===== config.mk =====
export PLATFORM = sky130hd
export DESIGN_NAME = conv_kxk_mac_flat
export DESIGN_NICKNAME = d
export VERILOG_FILES = /design/src/rtl/conv_kxk_mac_if.sv /design/src/rtl/conv_kxk_mac.sv /design/src/flat_wrapper.sv
export SDC_FILE = /design/constraint.sdc
export NUM_CORES = 2
export LEC_CHECK = 0
export CAP_MARGIN = 15
export CELL_PAD_IN_SITES_DETAIL_PLACEMENT = 1
export CELL_PAD_IN_SITES_GLOBAL_PLACEMENT = 1
export CORE_ASPECT_RATIO = 1.5
export CORE_MARGIN = 2
export CORE_UTILIZATION = 40
export DETAILED_ROUTE_END_ITERATION = 7
export HOLD_SLACK_MARGIN = 0.15
export PLACE_DENSITY_LB_ADDON = 0.1
export SYNTH_ARGS = -nofsm -noshare
export SYNTH_HDL_FRONTEND = slang
export SYNTH_SLANG_ARGS = --single-unit

===== constraint.sdc =====
create_clock -name clk -period 17.5 [get_ports clk]
set_clock_uncertainty 0.15 [all_clocks]
set_input_delay 3.5 -clock clk [delete_from_list [all_inputs] [get_ports clk]]
set_output_delay 3.5 -clock clk [all_outputs]
set_load 0.05 [all_outputs]

===== src/rtl/conv_kxk_mac_if.sv =====
// Streaming window-in / pixel-out bundle for the KxK convolution MAC.
// Latency: none (wires only).
// Backpressure: valid/ready on both sides; the master drives in_* and out_ready.
interface conv_kxk_mac_if #(
  parameter int N  = 9,
  parameter int DW = 8,
  parameter int OW = 8
);
  logic            in_valid;
  logic            in_ready;
  logic [N*DW-1:0] in_data;
  logic            out_valid;
  logic            out_ready;
  logic [OW-1:0]   out_data;

  modport master (
    output in_valid, in_data, out_ready,
    input  in_ready, out_valid, out_data
  );

  modport slave (
    input  in_valid, in_data, out_ready,
    output in_ready, out_valid, out_data
  );
endinterface


===== src/rtl/conv_kxk_mac.sv =====
// KxK multiply-accumulate with weight bank, bias, rounding shift, ReLU and saturation.
// Latency: 3 cycles (multiply, accumulate, quantise), one window per cycle.
// Backpressure: single global stall, in_ready = !out_valid || out_ready; all stages hold.
module conv_kxk_mac #(
  parameter int K  = 3,
  parameter int DW = 8,
  parameter int WW = 8,
  parameter int OW = 8,
  parameter int SW = 5,
  localparam int N    = K * K,
  localparam int LOGN = $clog2(N),
  localparam int AW   = (LOGN > 0) ? LOGN : 1,
  localparam int PW   = DW + WW + 1,
  localparam int ACCW = PW + LOGN
) (
  input  logic                   clk,
  input  logic                   rst_n,
  input  logic                   w_we,
  input  logic [AW-1:0]          w_addr,
  input  logic signed [WW-1:0]   w_data,
  input  logic signed [ACCW-1:0] bias,
  input  logic [SW-1:0]          quant_shift,
  input  logic                   relu_en,
  conv_kxk_mac_if.slave          io,
  output logic                   busy
);

  // Two spare bits: one for sum+bias, one so the rounding add never wraps.
  localparam int VW = ACCW + 2;
  localparam logic signed [VW-1:0] SAT_HI = VW'((64'sd1 <<< (OW - 1)) - 64'sd1);
  localparam logic signed [VW-1:0] SAT_LO = -SAT_HI - VW'(1);

  logic                   advance;

  logic signed [WW-1:0]   w_q [N];
  logic signed [WW-1:0]   w_d [N];

  logic                   s1_vld_q, s1_vld_d;
  logic signed [PW-1:0]   s1_prod_q [N];
  logic signed [PW-1:0]   s1_prod_d [N];

  logic                   s2_vld_q, s2_vld_d;
  logic signed [ACCW-1:0] s2_sum_q, s2_sum_d;
  logic signed [ACCW-1:0] acc;

  logic signed [VW-1:0]   v_sum, v_rnd, v_shf;
  logic signed [OW-1:0]   q_val;

  logic                   out_vld_q, out_vld_d;
  logic signed [OW-1:0]   out_dat_q, out_dat_d;

  assign advance      = !out_vld_q || io.out_ready;
  assign io.in_ready  = advance;
  assign io.out_valid = out_vld_q;
  assign io.out_data  = out_dat_q;
  assign busy         = s1_vld_q | s1_vld_d & 1'b0 | s2_vld_q | out_vld_q;

  // Weight bank: out-of-range addresses match no entry and are dropped.
  always_comb begin
    for (int i = 0; i < N; i++) begin
      w_d[i] = w_q[i];
      if (w_we && (w_addr == AW'(i))) w_d[i] = w_data;
    end
  end

  // S1: unsigned tap (zero-extended) times signed weight; sees pre-write weights.
  always_comb begin
    s1_vld_d = s1_vld_q;
    for (int i = 0; i < N; i++) s1_prod_d[i] = s1_prod_q[i];
    if (advance) begin
      s1_vld_d = io.in_valid;
      for (int i = 0; i < N; i++) begin
        s1_prod_d[i] = PW'($signed({1'b0, io.in_data[i*DW +: DW]})) * PW'(w_q[i]);
      end
    end
  end

  // S2: sign-extended sum of all products; ACCW leaves room for N terms.
  always_comb begin
    s2_vld_d = s2_vld_q;
    s2_sum_d = s2_sum_q;
    acc      = '0;
    for (int i = 0; i < N; i++) acc = acc + ACCW'(s1_prod_q[i]);
    if (advance) begin
      s2_vld_d = s1_vld_q;
      s2_sum_d = acc;
    end
  end

  // S3 datapath: bias, round half up, arithmetic shift, ReLU, saturate.
  always_comb begin
    v_sum = VW'(s2_sum_q) + VW'(bias);
    v_rnd = v_sum;
    if (quant_shift != '0) v_rnd = v_sum + (VW'(1) <<< (quant_shift - SW'(1)));
    // Shifting out every bit leaves only the sign of the unrounded value.
    if (32'(quant_shift) >= 32'(ACCW + 1)) v_shf = v_sum[VW-1] ? '1 : '0;
    else                                   v_shf = v_rnd >>> quant_shift;
    if (relu_en && v_shf[VW-1]) v_shf = '0;
    if (v_shf > SAT_HI)      q_val = SAT_HI[OW-1:0];
    else if (v_shf < SAT_LO) q_val = SAT_LO[OW-1:0];
    else                     q_val = v_shf[OW-1:0];
  end

  // S3 register: only real results overwrite out_data, bubbles leave it alone.
  always_comb begin
    out_vld_d = out_vld_q;
    out_dat_d = out_dat_q;
    if (advance) begin
      out_vld_d = s2_vld_q;
      if (s2_vld_q) out_dat_d = q_val;
    end
  end

  // State registers; reset discards everything in flight and clears weights.
  always_ff @(posedge clk or negedge rst_n) begin
    if (!rst_n) begin
      for (int i = 0; i < N; i++) begin
        w_q[i]       <= '0;
        s1_prod_q[i] <= '0;
      end
      s1_vld_q  <= 1'b0;
      s2_vld_q  <= 1'b0;
      s2_sum_q  <= '0;
      out_vld_q <= 1'b0;
      out_dat_q <= '0;
    end else begin
      for (int i = 0; i < N; i++) begin
        w_q[i]       <= w_d[i];
        s1_prod_q[i] <= s1_prod_d[i];
      end
      s1_vld_q  <= s1_vld_d;
      s2_vld_q  <= s2_vld_d;
      s2_sum_q  <= s2_sum_d;
      out_vld_q <= out_vld_d;
      out_dat_q <= out_dat_d;
    end
  end

endmodule


===== src/flat_wrapper.sv =====
// flat-port wrapper written by rule: the top's interface ports become plain ports
module conv_kxk_mac_flat 
#(
  parameter int K  = 3,
  parameter int DW = 8,
  parameter int WW = 8,
  parameter int OW = 8,
  parameter int SW = 5,
  localparam int N    = K * K,
  localparam int LOGN = $clog2(N),
  localparam int AW   = (LOGN > 0) ? LOGN : 1,
  localparam int PW   = DW + WW + 1,
  localparam int ACCW = PW + LOGN
)
  (clk, rst_n, w_we, w_addr, w_data, bias, quant_shift, relu_en, busy, io_in_valid, io_in_data, io_out_ready, io_in_ready, io_out_valid, io_out_data);
  conv_kxk_mac_if #(.N(9), .DW(DW), .OW(OW)) io_i ();
  input  logic clk;
  input  logic rst_n;
  input  logic w_we;
  input  logic [AW-1:0] w_addr;
  input  logic signed [WW-1:0] w_data;
  input  logic signed [ACCW-1:0] bias;
  input  logic [SW-1:0] quant_shift;
  input  logic relu_en;
  output logic busy;
  input wire logic [$bits(io_i.in_valid)-1:0] io_in_valid;
  input wire logic [$bits(io_i.in_data)-1:0] io_in_data;
  input wire logic [$bits(io_i.out_ready)-1:0] io_out_ready;
  output wire logic [$bits(io_i.in_ready)-1:0] io_in_ready;
  output wire logic [$bits(io_i.out_valid)-1:0] io_out_valid;
  output wire logic [$bits(io_i.out_data)-1:0] io_out_data;
  assign io_i.in_valid = io_in_valid;
  assign io_i.in_data = io_in_data;
  assign io_i.out_ready = io_out_ready;
  assign io_in_ready = io_i.in_ready;
  assign io_out_valid = io_i.out_valid;
  assign io_out_data = io_i.out_data;
  conv_kxk_mac #(.K(K), .DW(DW), .WW(WW), .OW(OW), .SW(SW)) u_core (.clk(clk), .rst_n(rst_n), .w_we(w_we), .w_addr(w_addr), .w_data(w_data), .bias(bias), .quant_shift(quant_shift), .relu_en(relu_en), .io(io_i), .busy(busy));
endmodule

# Word-level counts from Yosys, hierarchy flattened
# Cells that the tools add are included.
# Widths: inputs -> output; s select.
# totals
register_bits	257
input_bits	116
out_inout_bits	11
elab_cells	79
# op_classes
add_sub_neg	11
mul	9
n_lt_le_gt_ge	3
eq_ne	8
shift	2
mux	6
n_bitwise	2
n_reduce_logical	15
# op_table
operator	n
$mul 9x8->17	9
$add 21x17->21	6
$mux 23	4
$add 23x23->23	1
$gt 23x8->1 const B	1
$lt 23x8->1 const B	1
$sshl 2x5->23 const A	1
$sshr 23x5->23	1
$add 21x21->22	1
$add 18x17->19	1
$add 17x17->18	1
$eq 4x3->1 const B	4
$mux 8	2
$logic_and 1x1->1	10
$eq 4x2->1 const B	2
$ge 5x5->1 const B	1
$reduce_bool 5->1	1
$sub 5x1->5 const B	1
$eq 4x1->1 const B	1
$eq 4x4->1 const B	1
$logic_not 4->1	1
$or 1x1->1	2
$reduce_and 2->1	1
$logic_not 1->1	1
$logic_or 1x1->1	1

# Logic depth before layout (Yosys ltp)
# depth
depth_word	11
depth_mapped	29

# Worst setup path before layout
# OpenSTA, ideal clock, no wires.
# synth_path
path_kind	input port to flip-flop
start	input port bias[0]
end	register u_core.out_dat_q[1] (netlist: u_core.io.out_data[1])
setup_ns	0.142
t_arrival_ns	8.242
required_ns	17.208
path_slack_ns	8.967
path_stages	24
n_path_buf	1
cell_sequence	ha_1 inv_1 fa_1 nand2b_1 a21o_1 a21oi_1 o211ai_1 o21ai_0 xor2_1 ha_1 nand2_1 o21ai_0 nor2_1 and3_1 a21o_1 a211o_1 xor2_1 buf_2 nand2_1 a211o_1 a221oi_1 nand3_1 nor3b_4 o32ai_1
# synth_between
elab_chain_len	10
elab_cells_between_ends	12
# synth_rtl
element	line	source
start: declaration	flat_wrapper.sv:22	input logic signed [ACCW-1:0] bias;
$add 21x21->22 (*)	conv_kxk_mac.sv:92	v_sum = VW'(s2_sum_q) + VW'(bias);
$add 23x23->23	conv_kxk_mac.sv:94	if (quant_shift != '0) v_rnd = v_sum + (VW'(1) <<< (quant_shift - SW'(1)));
$mux 23	conv_kxk_mac.sv:94	
$sshr 23x5->23	conv_kxk_mac.sv:97	else v_shf = v_rnd >>> quant_shift;
$mux 23 (*)	conv_kxk_mac.sv:96	if (32'(quant_shift) >= 32'(ACCW + 1)) v_shf = v_sum[VW-1] ? '1 : '0;
$logic_and 1x1->1	conv_kxk_mac.sv:98	if (relu_en && v_shf[VW-1]) v_shf = '0;
$mux 23 (*)	conv_kxk_mac.sv:98	
$lt 23x8->1	conv_kxk_mac.sv:100	else if (v_shf < SAT_LO) q_val = SAT_LO[OW-1:0];
$mux 8	conv_kxk_mac.sv:100	
$mux 8 (*)	conv_kxk_mac.sv:99	if (v_shf > SAT_HI) q_val = SAT_HI[OW-1:0];
end signal: assignment	conv_kxk_mac.sv:135	out_dat_q <= out_dat_d;
end: declaration	conv_kxk_mac.sv:50	logic signed [OW-1:0] out_dat_q, out_dat_d;
# Mark *: on every way between the ends. The rest lies on a longest branch, timed or not.
# A chain may end at the register's enable or synchronous reset.

# Worst setup path after layout
# Ends and elaborated chain as after synthesis.

==> impl_results.md <==
* Netlist cell types at 80
* Register Area at 6431 um2
* Post-Synthesis Net Count at 5,085
* Final hold vios at 0
* Gpl congestion at 0.8875
* CP Data Arrival Time at 10.30 ns
* CTS tree: yes
* Largest cells by area after synthesis: fa_1 (24%), dfrtp_1 (18%), ha_1 (16%)
* Final hold slack at 0.3383 ns
* Setup TNS at 0 ns
* Maxcap violations at 0
* Worst path required time at 17.85 ns
* Initial antenna violation count at 1
* Worst-path maximum fanout at 7
* Worst hold-check path type: flip-flop to flip-flop
* Fraction of layout cells with a size suffix above 1 at 4.444%
* Largest net degree at the start of global routing at 92
* First-pass GRT wire length at 178,200 um
* Die width at 250.5 um
* Met3 usage at 1.686%
* Grt ovf at 0
* Io pins at 127
* Vias in the first global route at 31,300
* Synth Flop Type: dfrtp_1
* Maximum buffer depth of the clock tree at 3
* TritonCTS Buffers at 31
* Syn Std Cell Area at 36,450 um2
* Met1 usage at 26.20%
* DRC errors left at 0
* #FFs+latches synth at 257
* Clock sinks at 257
* CTS resizes at 0
* FMAX at 100.5 MHz
* IO buf count at 126
* Setup crit end kind: flip-flop
* Setup repair bufs after CTS at 0
* FFs w/ async S/R, synth at 100.0%
* Area of the multi-input gates at 27,130 um2
* Ant diodes at 0
* Final setup viols at 0
* Syn Area/Cell at 8.991 um2
* Max Slew Vio Count at 0
* Final-stage net count at 5,169
* Max_slew headroom at 23.10%
* Synth warn at 0
* Routed vias/inst at 5.249
* Most common cell in the synthesized netlist: inv_1
* Die area at 93,610 um2
* Average wire per standard cell at 21.16 um
* Root buffer cell: clkbuf_16
* Vias at 27,960
* H-tree levels at 1
* Measured slew at the worst slew-check pin at 1.149 ns
* Top cells by count, synth: inv_1 (666), ha_1 (469), nand2_1 (469), fa_1 (446), and2_1 (310)
* Die Ht at 373.7 um
* Core ar. at 90,370 um2
* DRT antenna net count at 0
* Clock Latency Late Sink at 0.63 ns
* Worst-path clk slew at 0.07 ns
* Hold_buf cts at 0
* TritonRoute pass-1 iters at 5
* Area growth syn-to-layout at 10.17%
* Sequential area share after synthesis at 17.64%
* Number of synthesized flops with an enable pin at 0
* WL final at 112,700 um
* Total track usage at 24.67%
* Starting density of the core at 40.34%
* Row count at 135
* GR peak layer: met2
* DPL Wire Length at 93,460 um
* Critical path startpoint category: primary input
* Mapped Cells at 4,054
* Largest area contributor in the netlist: fa_1
* Status: finished, final reports clean
* Met2 Track Usage GR at 49.91%
* Fillers at 10,550
* Crit path kind: primary input to flip-flop
* Period utilisation layout at 56.85%
* Top-area cell type share of the netlist area at 24.50%
* DRT iter0 DRCs at 896
* RSZ-0062 raised after global routing: no
* Fin crit period at 9.948 ns
[path summary, 6_finish.rpt]
kind,startpoint,endpoint,slack [ns],cells past startpoint
worst min-delay path,u_core.io.out_data[7],u_core.io.out_data[7],0.34,2
max in group asynchronous,rst_n,u_core.w_q[56],12.14,3
worst min register to register,u_core.io.out_data[7],u_core.io.out_data[7],0.34,2
worst max-delay path,bias[0],u_core.io.out_data[1],7.55,24
min in group asynchronous,rst_n,u_core.w_q[6],2.74,1
worst max register to register,u_core.s1_prod_q[102],u_core.s2_sum_q[20],9.51,25
[layout by cell type (no fill, tap or decap), drive strengths merged, types with 17 or more instances in the layout]
cell / count
nand2: 469
inv: 668
and2: 310
xor2: 56
o21ai: 160
buf: 26
ha: 469
nand2b: 88
fa: 446
o31ai: 39
dfrtp: 257
a211oi: 18
xnor2: 92
mux2i: 19
clkbuf: 35
a21o: 40
a21boi: 39
a21oi: 214
nor2: 229
mux2: 78
clkdlybuf4s50: 125
a31oi: 17
nor3: 24
nand3: 31
nor2b: 23
[final cells by class]
cell class / instances / share of cell area [%]
Timing Repair Buffer: 152 / 3.633
Tap cell: 1164 / 3.627
Sequential cell: 257 / 16.01
Clock buffer: 34 / 2.010
Multi-Input combinational cell: 3027 / 67.56
Clock inverter: 24 / 0.8848
Inverter: 669 / 6.272
[layer usage]
layer  wire, um  up-vias
li1           -    13190
met1      41800    14260
met2      64110      340
met3       2131      168
met4       4671        0
met5          0        -
[logic make-up after synthesis]
| family | Yosys count | synth area share (%) |
|---|---|---|
| compound gates | 637 | 10.93 |
| flops | 257 | 17.64 |
| simple gates | 1228 | 16.26 |
| buf+inv | 770 | 7.957 |
| mux | 99 | 3.055 |
| xor+xnor | 148 | 3.556 |
| fa+ha+maj | 915 | 40.59 |
[flip-flops by register name, indices dropped and copies added, names as in the netlist]
| name | cells |
|---|---|
| u_core.s1_prod_q | 153 |
| u_core.w_q | 72 |
| u_core.s2_sum_q | 21 |
| u_core.io.out_data | 8 |
| u_core.io.out_valid | 1 |
| u_core.s1_vld_q | 1 |
| u_core.s2_vld_q | 1 |
[through the flow]
| step | cell area [um2] | setup slack [ns] | util (%) | std cells |
|---|---|---|---|---|
| after floorplan | 36450 | 8.967 | - | 4054 |
| after global placement | 38990 | 6.982 | 43.15 | 5268 |
| after global routing | 40160 | 6.988 | 44.44 | 5327 |
| final | 40160 | 7.552 | 44.44 | 5327 |
| after detailed placement | 38990 | 6.974 | 43.15 | 5268 |
| after CTS | 40150 | 7.618 | 44.43 | 5326 |
[worst max-delay path, cell delays in order]
cell	delay, ns
clkdlybuf4s50_1	0.47
ha_1	0.19
inv_1	0.06
fa_1	0.40
nand2b_1	0.19
a21o_1	0.19
a21oi_1	0.34
o211ai_1	0.28
o21ai_0	0.44
xor2_1	0.13
ha_1	0.39
nand3_1	0.23
nor2_1	0.08
a211oi_1	0.65
nor2b_1	0.16
a211oi_2	0.35
o221ai_1	0.36
and3_1	0.29
o31a_1	0.25
a31oi_1	0.36
nand4_1	0.23
a31oi_1	0.25
o31ai_2	0.17
o32ai_1	0.34
Power is left out: the tool's default activity adds up to more than one toggle a clock period on the data nets, which glitch-free logic cannot reach.
